[src/rtl/battleship_pkg.sv]
// Shared definitions for the battleship game controller.
// Holds the game state enum, board cell codes, the ship limit and small
// helpers for the ship-count clamp and the per-state phase enables.
package battleship_pkg;

  localparam int MAX_SHIPS = 5;

  typedef enum logic [3:0] {
    IDLE,
    SHIP_SELECT,
    PLACE,
    PC_SETUP,
    PLAYER_TURN,
    PC_WAIT,
    PC_TURN,
    VICTORY,
    DEFEAT
  } game_state_t;

  typedef enum logic [1:0] {
    AGUA        = 2'd0,
    BARCO       = 2'd1,
    ATACA_BARCO = 2'd2,
    ATACA_AGUA  = 2'd3
  } cell_t;

  // Requested ship count forced into 1..MAX_SHIPS.
  function automatic logic [2:0] clamp_ships(input logic [2:0] sw);
    if (sw == 3'd0) return 3'd1;
    else if (sw > 3'(MAX_SHIPS)) return 3'(MAX_SHIPS);
    else return sw;
  endfunction

  // Phase enables for a state: {defeat, victory, pc_turn, player_turn, setup, colocation}.
  function automatic logic [5:0] phase_of(input game_state_t s);
    case (s)
      PLACE:       return 6'b000001;
      PC_SETUP:    return 6'b000010;
      PLAYER_TURN: return 6'b000100;
      PC_TURN:     return 6'b001000;
      VICTORY:     return 6'b010000;
      DEFEAT:      return 6'b100000;
      default:     return 6'b000000;
    endcase
  endfunction

endpackage

[src/rtl/battleship_game_ctrl_if.sv]
// Board-side signal bundle of the game controller.
// master: controller (drives board reset, ship count, phase enables;
//         receives placement/setup status, move flags and sunk flags).
// slave:  board datapath (the opposite directions).
interface battleship_game_ctrl_if;
  import battleship_pkg::*;

  logic       finished_placing;
  logic       finished_setup;
  logic       player_has_move;
  logic       pc_has_move;
  logic       pc_ships_zero;
  logic       player_ships_zero;
  logic       board_rst_n;
  logic [2:0] ship_amount_define;
  logic       colocation_state;
  logic       setup_state;
  logic       player_turn_state;
  logic       pc_turn_state;
  logic       victory_state;
  logic       defeat_state;

  modport master (
    input  finished_placing, finished_setup, player_has_move, pc_has_move,
           pc_ships_zero, player_ships_zero,
    output board_rst_n, ship_amount_define, colocation_state, setup_state,
           player_turn_state, pc_turn_state, victory_state, defeat_state
  );

  modport slave (
    output finished_placing, finished_setup, player_has_move, pc_has_move,
           pc_ships_zero, player_ships_zero,
    input  board_rst_n, ship_amount_define, colocation_state, setup_state,
           player_turn_state, pc_turn_state, victory_state, defeat_state
  );
endinterface

[src/rtl/turn_timer.sv]
// Player-turn countdown.
// Ports: clk, rst (async, active high); load reloads the tick counter to
// CLK_HZ-1 and the seconds counter to TURN_SECONDS; enable lets the counters
// run; seconds_left is the displayed count (0 while disabled); expired is
// high on the cycle the tick counter wraps with one second remaining.
module turn_timer #(
  parameter int CLK_HZ       = 50_000_000,
  parameter int TURN_SECONDS = 15
) (
  input  logic       clk,
  input  logic       rst,
  input  logic       load,
  input  logic       enable,
  output logic [3:0] seconds_left,
  output logic       expired
);
  import battleship_pkg::*;

  localparam int TICK_W = (CLK_HZ > 1) ? $clog2(CLK_HZ) : 1;
  localparam logic [TICK_W-1:0] TICK_MAX = TICK_W'(CLK_HZ - 1);
  localparam logic [3:0] SEC_INIT = 4'(TURN_SECONDS);

  logic [TICK_W-1:0] tick_cnt;
  logic [3:0]        sec_cnt;
  logic              tick_wrap;

  assign tick_wrap = (tick_cnt == '0);

  always_ff @(posedge clk or posedge rst) begin
    if (rst) begin
      tick_cnt <= '0;
      sec_cnt  <= '0;
    end else if (load) begin
      tick_cnt <= TICK_MAX;
      sec_cnt  <= SEC_INIT;
    end else if (enable) begin
      if (tick_wrap) begin
        tick_cnt <= TICK_MAX;
        if (sec_cnt != 4'd0) sec_cnt <= sec_cnt - 4'd1;
      end else begin
        tick_cnt <= tick_cnt - TICK_W'(1);
      end
    end
  end

  assign expired      = enable && tick_wrap && (sec_cnt == 4'd1);
  assign seconds_left = enable ? sec_cnt : 4'd0;
endmodule

[src/rtl/battleship_game_ctrl.sv]
// Battleship game sequencing controller.
// Ports: clk, rst (async, active high); start_btn / confirm_btn debounced
// levels, rising-edge detected; ship_sw requested ship count; seconds_left
// player-turn countdown for display; timeout_pulse one cycle on turn
// timeout; board: board-side bundle (master modport).
//
// state       | meaning
// IDLE        | waiting for start
// SHIP_SELECT | waiting for confirm to latch the ship count
// PLACE       | player places ships
// PC_SETUP    | PC places ships
// PLAYER_TURN | player attacks, turn timer running
// PC_WAIT     | pause before the PC attack
// PC_TURN     | PC attacks
// VICTORY     | all PC ships sunk, waiting for start
// DEFEAT      | all player ships sunk, waiting for start
module battleship_game_ctrl
  import battleship_pkg::*;
#(
  parameter int CLK_HZ          = 50_000_000,
  parameter int TURN_SECONDS    = 15,
  parameter int PC_DELAY_CYCLES = 25_000_000
) (
  input  logic                   clk,
  input  logic                   rst,
  input  logic                   start_btn,
  input  logic                   confirm_btn,
  input  logic [2:0]             ship_sw,
  output logic [3:0]             seconds_left,
  output logic                   timeout_pulse,
  battleship_game_ctrl_if.master board
);

  localparam int WAIT_W = (PC_DELAY_CYCLES > 1) ? $clog2(PC_DELAY_CYCLES) : 1;
  localparam logic [WAIT_W-1:0] WAIT_INIT =
    (PC_DELAY_CYCLES > 0) ? WAIT_W'(PC_DELAY_CYCLES - 1) : '0;

  game_state_t       state;
  logic [5:0]        phase_q;
  logic [2:0]        ship_q;
  logic              brst_n_q;
  logic              brst_hold;
  logic [WAIT_W-1:0] wait_cnt;

  // Board flags: {player_ships_zero, pc_ships_zero, pc_has_move, player_has_move}
  logic [3:0] flag_s1, flag_s2;
  logic [1:0] move_q;
  logic       start_q, confirm_q;
  logic       start_evt, confirm_evt;
  logic       player_move_rise, pc_move_rise;
  logic       timer_load, timer_en, timer_expired;

  always_ff @(posedge clk or posedge rst) begin
    if (rst) begin
      flag_s1   <= '0;
      flag_s2   <= '0;
      move_q    <= '0;
      start_q   <= 1'b0;
      confirm_q <= 1'b0;
    end else begin
      flag_s1   <= {board.player_ships_zero, board.pc_ships_zero,
                    board.pc_has_move, board.player_has_move};
      flag_s2   <= flag_s1;
      move_q    <= flag_s2[1:0];
      start_q   <= start_btn;
      confirm_q <= confirm_btn;
    end
  end

  assign start_evt        = start_btn & ~start_q;
  assign confirm_evt      = confirm_btn & ~confirm_q;
  assign player_move_rise = flag_s2[0] & ~move_q[0];
  assign pc_move_rise     = flag_s2[1] & ~move_q[1];

  // The timer sits in reload whenever the player is not on turn, so every
  // entry to PLAYER_TURN starts from a full count.
  assign timer_en   = phase_q[2];
  assign timer_load = ~phase_q[2];

  turn_timer #(
    .CLK_HZ      (CLK_HZ),
    .TURN_SECONDS(TURN_SECONDS)
  ) u_turn_timer (
    .clk         (clk),
    .rst         (rst),
    .load        (timer_load),
    .enable      (timer_en),
    .seconds_left(seconds_left),
    .expired     (timer_expired)
  );

  always_ff @(posedge clk or posedge rst) begin
    if (rst) begin
      state         <= IDLE;
      phase_q       <= '0;
      ship_q        <= 3'd1;
      brst_n_q      <= 1'b0;
      brst_hold     <= 1'b0;
      wait_cnt      <= '0;
      timeout_pulse <= 1'b0;
    end else begin
      timeout_pulse <= 1'b0;
      // Second cycle of the board reset after a restart, otherwise released.
      if (brst_hold) begin
        brst_n_q  <= 1'b0;
        brst_hold <= 1'b0;
      end else begin
        brst_n_q <= 1'b1;
      end

      case (state)
        IDLE: if (start_evt) begin
          state   <= SHIP_SELECT;
          phase_q <= phase_of(SHIP_SELECT);
        end
        SHIP_SELECT: if (confirm_evt) begin
          ship_q  <= clamp_ships(ship_sw);
          state   <= PLACE;
          phase_q <= phase_of(PLACE);
        end
        PLACE: if (board.finished_placing) begin
          state   <= PC_SETUP;
          phase_q <= phase_of(PC_SETUP);
        end
        PC_SETUP: if (board.finished_setup) begin
          state   <= PLAYER_TURN;
          phase_q <= phase_of(PLAYER_TURN);
        end
        PLAYER_TURN: begin
          if (flag_s2[2]) begin
            state   <= VICTORY;
            phase_q <= phase_of(VICTORY);
          end else if (player_move_rise || timer_expired) begin
            state         <= PC_WAIT;
            phase_q       <= phase_of(PC_WAIT);
            wait_cnt      <= WAIT_INIT;
            timeout_pulse <= ~player_move_rise;
          end
        end
        PC_WAIT: begin
          if (wait_cnt == '0) begin
            state   <= PC_TURN;
            phase_q <= phase_of(PC_TURN);
          end else begin
            wait_cnt <= wait_cnt - WAIT_W'(1);
          end
        end
        PC_TURN: begin
          // A simultaneous wipe-out counts as a player win.
          if (flag_s2[3] && flag_s2[2]) begin
            state   <= VICTORY;
            phase_q <= phase_of(VICTORY);
          end else if (flag_s2[3]) begin
            state   <= DEFEAT;
            phase_q <= phase_of(DEFEAT);
          end else if (pc_move_rise) begin
            state   <= PLAYER_TURN;
            phase_q <= phase_of(PLAYER_TURN);
          end
        end
        VICTORY, DEFEAT: if (start_evt) begin
          state     <= IDLE;
          phase_q   <= phase_of(IDLE);
          brst_n_q  <= 1'b0;
          brst_hold <= 1'b1;
        end
        default: begin
          state   <= IDLE;
          phase_q <= '0;
        end
      endcase
    end
  end

  assign board.board_rst_n        = brst_n_q;
  assign board.ship_amount_define = ship_q;
  assign board.colocation_state   = phase_q[0];
  assign board.setup_state        = phase_q[1];
  assign board.player_turn_state  = phase_q[2];
  assign board.pc_turn_state      = phase_q[3];
  assign board.victory_state      = phase_q[4];
  assign board.defeat_state       = phase_q[5];
endmodule

[src/flat_wrapper.sv]
// flat-port wrapper written by rule: the top's interface ports become plain ports
module battleship_game_ctrl_flat import battleship_pkg::*;
#(
  parameter int CLK_HZ          = 50_000_000,
  parameter int TURN_SECONDS    = 15,
  parameter int PC_DELAY_CYCLES = 25_000_000
)
  (clk, rst, start_btn, confirm_btn, ship_sw, seconds_left, timeout_pulse, board_finished_placing, board_finished_setup, board_player_has_move, board_pc_has_move, board_pc_ships_zero, board_player_ships_zero, board_board_rst_n, board_ship_amount_define, board_colocation_state, board_setup_state, board_player_turn_state, board_pc_turn_state, board_victory_state, board_defeat_state);
  battleship_game_ctrl_if board_i ();
  input  logic clk;
  input  logic rst;
  input  logic start_btn;
  input  logic confirm_btn;
  input  logic [2:0] ship_sw;
  output logic [3:0] seconds_left;
  output logic timeout_pulse;
  input wire logic [$bits(board_i.finished_placing)-1:0] board_finished_placing;
  input wire logic [$bits(board_i.finished_setup)-1:0] board_finished_setup;
  input wire logic [$bits(board_i.player_has_move)-1:0] board_player_has_move;
  input wire logic [$bits(board_i.pc_has_move)-1:0] board_pc_has_move;
  input wire logic [$bits(board_i.pc_ships_zero)-1:0] board_pc_ships_zero;
  input wire logic [$bits(board_i.player_ships_zero)-1:0] board_player_ships_zero;
  output wire logic [$bits(board_i.board_rst_n)-1:0] board_board_rst_n;
  output wire logic [$bits(board_i.ship_amount_define)-1:0] board_ship_amount_define;
  output wire logic [$bits(board_i.colocation_state)-1:0] board_colocation_state;
  output wire logic [$bits(board_i.setup_state)-1:0] board_setup_state;
  output wire logic [$bits(board_i.player_turn_state)-1:0] board_player_turn_state;
  output wire logic [$bits(board_i.pc_turn_state)-1:0] board_pc_turn_state;
  output wire logic [$bits(board_i.victory_state)-1:0] board_victory_state;
  output wire logic [$bits(board_i.defeat_state)-1:0] board_defeat_state;
  assign board_i.finished_placing = board_finished_placing;
  assign board_i.finished_setup = board_finished_setup;
  assign board_i.player_has_move = board_player_has_move;
  assign board_i.pc_has_move = board_pc_has_move;
  assign board_i.pc_ships_zero = board_pc_ships_zero;
  assign board_i.player_ships_zero = board_player_ships_zero;
  assign board_board_rst_n = board_i.board_rst_n;
  assign board_ship_amount_define = board_i.ship_amount_define;
  assign board_colocation_state = board_i.colocation_state;
  assign board_setup_state = board_i.setup_state;
  assign board_player_turn_state = board_i.player_turn_state;
  assign board_pc_turn_state = board_i.pc_turn_state;
  assign board_victory_state = board_i.victory_state;
  assign board_defeat_state = board_i.defeat_state;
  battleship_game_ctrl #(.CLK_HZ(CLK_HZ), .TURN_SECONDS(TURN_SECONDS), .PC_DELAY_CYCLES(PC_DELAY_CYCLES)) u_core (.clk(clk), .rst(rst), .start_btn(start_btn), .confirm_btn(confirm_btn), .ship_sw(ship_sw), .seconds_left(seconds_left), .timeout_pulse(timeout_pulse), .board(board_i));
endmodule
[config.mk]
export PLATFORM = sky130hd
export DESIGN_NAME = battleship_game_ctrl_flat
export DESIGN_NICKNAME = d
export VERILOG_FILES = /design/src/rtl/battleship_pkg.sv /design/src/rtl/battleship_game_ctrl_if.sv /design/src/rtl/turn_timer.sv /design/src/rtl/battleship_game_ctrl.sv /design/src/flat_wrapper.sv
export SDC_FILE = /design/constraint.sdc
export NUM_CORES = 1
export LEC_CHECK = 0
export ABC_AREA = 0
export CAP_MARGIN = 20
export CORE_MARGIN = 2
export CORE_UTILIZATION = 40
export DETAILED_ROUTE_END_ITERATION = 8
export GPL_ROUTABILITY_DRIVEN = 0
export PLACE_DENSITY = 0.66
export SYNTH_ARGS = -nofsm -noshare
export SYNTH_HDL_FRONTEND = slang
export SYNTH_HIERARCHICAL = 1
export SYNTH_SLANG_ARGS = --single-unit
export TNS_END_PERCENT = 100
[constraint.sdc]
create_clock -name clk -period 5.9 [get_ports clk]
set_input_delay 1.18 -clock clk [delete_from_list [all_inputs] [get_ports clk]]
set_output_delay 1.18 -clock clk [all_outputs]
set_load 0.005 [all_outputs]
==> results.yml <==
drt:
  drt_first_pass_iters: 5
  wire_per_inst_um: 15.7
  wl_mm: 9.88
  antenna_left: 0
  viasPerCell: 5.91
  drtIter0Drc: 186
  num_vias: 3717
  drc: 0
placement:
  dpl.cell_count: 612
  portBuffers: 27
  dpl_cell_area_um2: 4880
  hpwl_mm: 6.66
setup_path:
  cp.arrival_ns: 3.95
  crit_chain: "or3_1, nand4b_1, nor3_1, and4_1, nor2_1, a2bb2oi_1, nand3_1, mux2_2"
  crit_family: "simple AND/OR/NAND/NOR gates"
  crit_path_max_incr_delay_ns: 0.83
  timing_worst_setup_path_type: "reg2reg"
  crit_required_ns: 6.15
  slowest_stage: "nand4b_1"
  crit_fanout: 24
  critical_path_buf_inv_count: 0
  cp-start-kind: "flip-flop"
  setup.worst_path.end_class: "flip-flop"
synthesis:
  synth_seq_cells: 83
  syn-num-nets: 482
  synth.most_common_cell: "dfrtp_1"
  netlist_top_cells_count: "82 x dfrtp_1, 38 x nor2_1, 26 x o31ai_1, 24 x nand2_1, 23 x or4_1"
  ys_async_sr_fraction_pct: 100
  yosysTopAreaCellShare_pct: 45.7
  syn_inst: 463
  synth_flop_cell: "dfrtp_1"
  synth_area_leader_cell: "dfrtp_1"
  yosysUniqueCellTypes: 61
  ys_seq_area_share_pct: 46.3
  syn_area_per_cell_um2: 9.70
  synth_edf_count: 0
  synth_warnings: 6
  post_synth_instance_area_um2: 4490
  synth_area_leaders: "dfrtp_1 46%, o31ai_1 4.3%, or4_1 3.8%, nor2_1 3.2%, nand3_1 2.2%"
timing:
  finalCritPeriodShare_pct: 62.8
  skew_ns: 0.00996
  rsz0062_at_grt: "false"
  tightest_slew_ns: 0.905
  fin_crit_ns: 3.70
  slew_headroom_pct: 39.3
  setup_viol: 0
  hold_viol: 0
  finalMaxSlewViolations: 0
  fin_setup_tns_ns: 0
  fmax_ghz: 0.270
global_routing:
  track_usage_pct: 17.7
  grt_pass1_vias: 3614
  antenna_found_initial: 0
  grt_pass1_wl_mm: 16.9
  grt_overflow_total: 0
  grt_start_max_net_pins: 54
power:
  switching_share_pct: 36.8
  seqPwrFrac_pct: 48.7
  powerDensity_nw_per_um2: 339
  comb_power_share_pct: 29.9
  p_int_uw: 1080
  p_leak_uw: 0.00183
  clock_power_share_pct: 21.4
  switchingPower_uw: 629
  peakVddDrop_uv: 214
floorplanning:
  dieHeight_um: 110
  die_w_um: 110
  ios: 28
  die_area_um2: 12100
  core.rowCount: 38
  core_um2: 10900
  start_util_pct: 41.3
clock_network:
  cts_buffer_depth: 2
  clk_pin_slew_worst_paths_ns: 0.08
  htreeDepth: 3
  clock-root-buffer: "clkbuf_8"
  clock_latency_ns: 0.36
  cts.sinks: 83
  postCtsSetupRepairBufs: 0
  holdBufCountCts: 0
  cts_tree: "yes"
  cts_resized: 0
  numCtsBuffers: 9
final_layout:
  regArea_um2: 2080
  syn_to_final_growth_pct: 12.5
  fillers: 1011
  final_cells: 629
  drive_gt1_share_pct: 8.79
  antenna_cells: 0
  design_area_um2: 5050
  nets: 503
  utilization_pct: 46.4
  multi_input_area_um2: 2250
job:
  cap_violations: 0
min_path:
  hold_path.class: "reg2reg"
status:
  status: "finished, final reports clean"
[final cells by class]
cell class,count,share of cell area [%]
inverter,12,0.891
tap,140,3.47
clock buffer,10,2.53
sequential,83,41.1
clock inverter,6,0.817
multi-input combinational,343,44.6
timing repair buffer,35,6.56
[power groups by stage]
stage / logic (uW) / registers (uW) / clock network [uW]
final: 512 / 833 / 367
after global routing: 576 / 857 / 407
after CTS: 513 / 830 / 380
after detailed placement: 510 / 839 / 0
after global placement: 489 / 833 / 0
after floorplan: 388 / 784 / 0
[placed cells by master, fill, tap and decap left out, types with 13 or more instances in the layout]
cell type and instances:
dfrtp_1 82, nor2_1 38, clkdlybuf4s50_1 27, o31ai_1 26
nand2_1 24, or4_1 23, nand3_1 20, nor3_1 17
a21oi_1 17, o21ai_0 16, or3_1 13
[kinds of logic after synthesis]
group / share of synthesized area, %
AOI/OAI and AO/OA: 14.8
xor gates and xnor gates: 1.75
adders and majority gates: 1.67
buffers and inverters: 3.56
DFF: 46.3
muxes: 2.37
and+or+nand+nor: 29.6
[per-layer routing]
metal  track usage, %  wire, um
met3             3.41       330
met5                0         0
met4             7.69       132
met1             24.4      4720
met2             27.1      4700
[flip-flops by register name (all words and copies together), names as in the netlist]
signal and flops:
u_core/board.board_rst_n 1, u_core/board.ship_amount_define 3, u_core/brst_hold 1, u_core/confirm_q 1
u_core/flag_s1 4, u_core/flag_s2 4, u_core/move_q 2, u_core/phase_q 6
u_core/start_q 1, u_core/state 4, u_core/timeout_pulse 1, u_core/u_turn_timer/sec_cnt 4
u_core/u_turn_timer/tick_cnt 26, u_core/wait_cnt 25
[through the flow]
stage,worst slack [ns],hold slack (ns),power (uW)
final,2.20,0.354,1710
after global routing,1.85,0.360,1840
after CTS,1.77,0.355,1720
after detailed placement,1.80,0.336,1350
after global placement,1.98,0.333,1320
after floorplan,3.11,0.331,1170
[worst paths after layout]
path / from / endpoint / slack [ns] / cells after the start
setup / recovery: u_core/u_turn_timer/tick_cnt[10] / u_core/phase_q[2] / 2.20 / 8
hold / removal: u_core/flag_s1[0] / u_core/flag_s2[0] / 0.35 / 0
setup reg to reg: u_core/u_turn_timer/tick_cnt[10] / u_core/phase_q[2] / 2.20 / 8
hold reg to reg: u_core/flag_s1[0] / u_core/flag_s2[0] / 0.35 / 0
max in group asynchronous: rst / u_core/board.ship_amount_define[1] / 4.11 / 3
min in group asynchronous: rst / u_core/u_turn_timer/sec_cnt[1] / 1.24 / 3
Note: power is estimated with default switching activity, not from simulation.
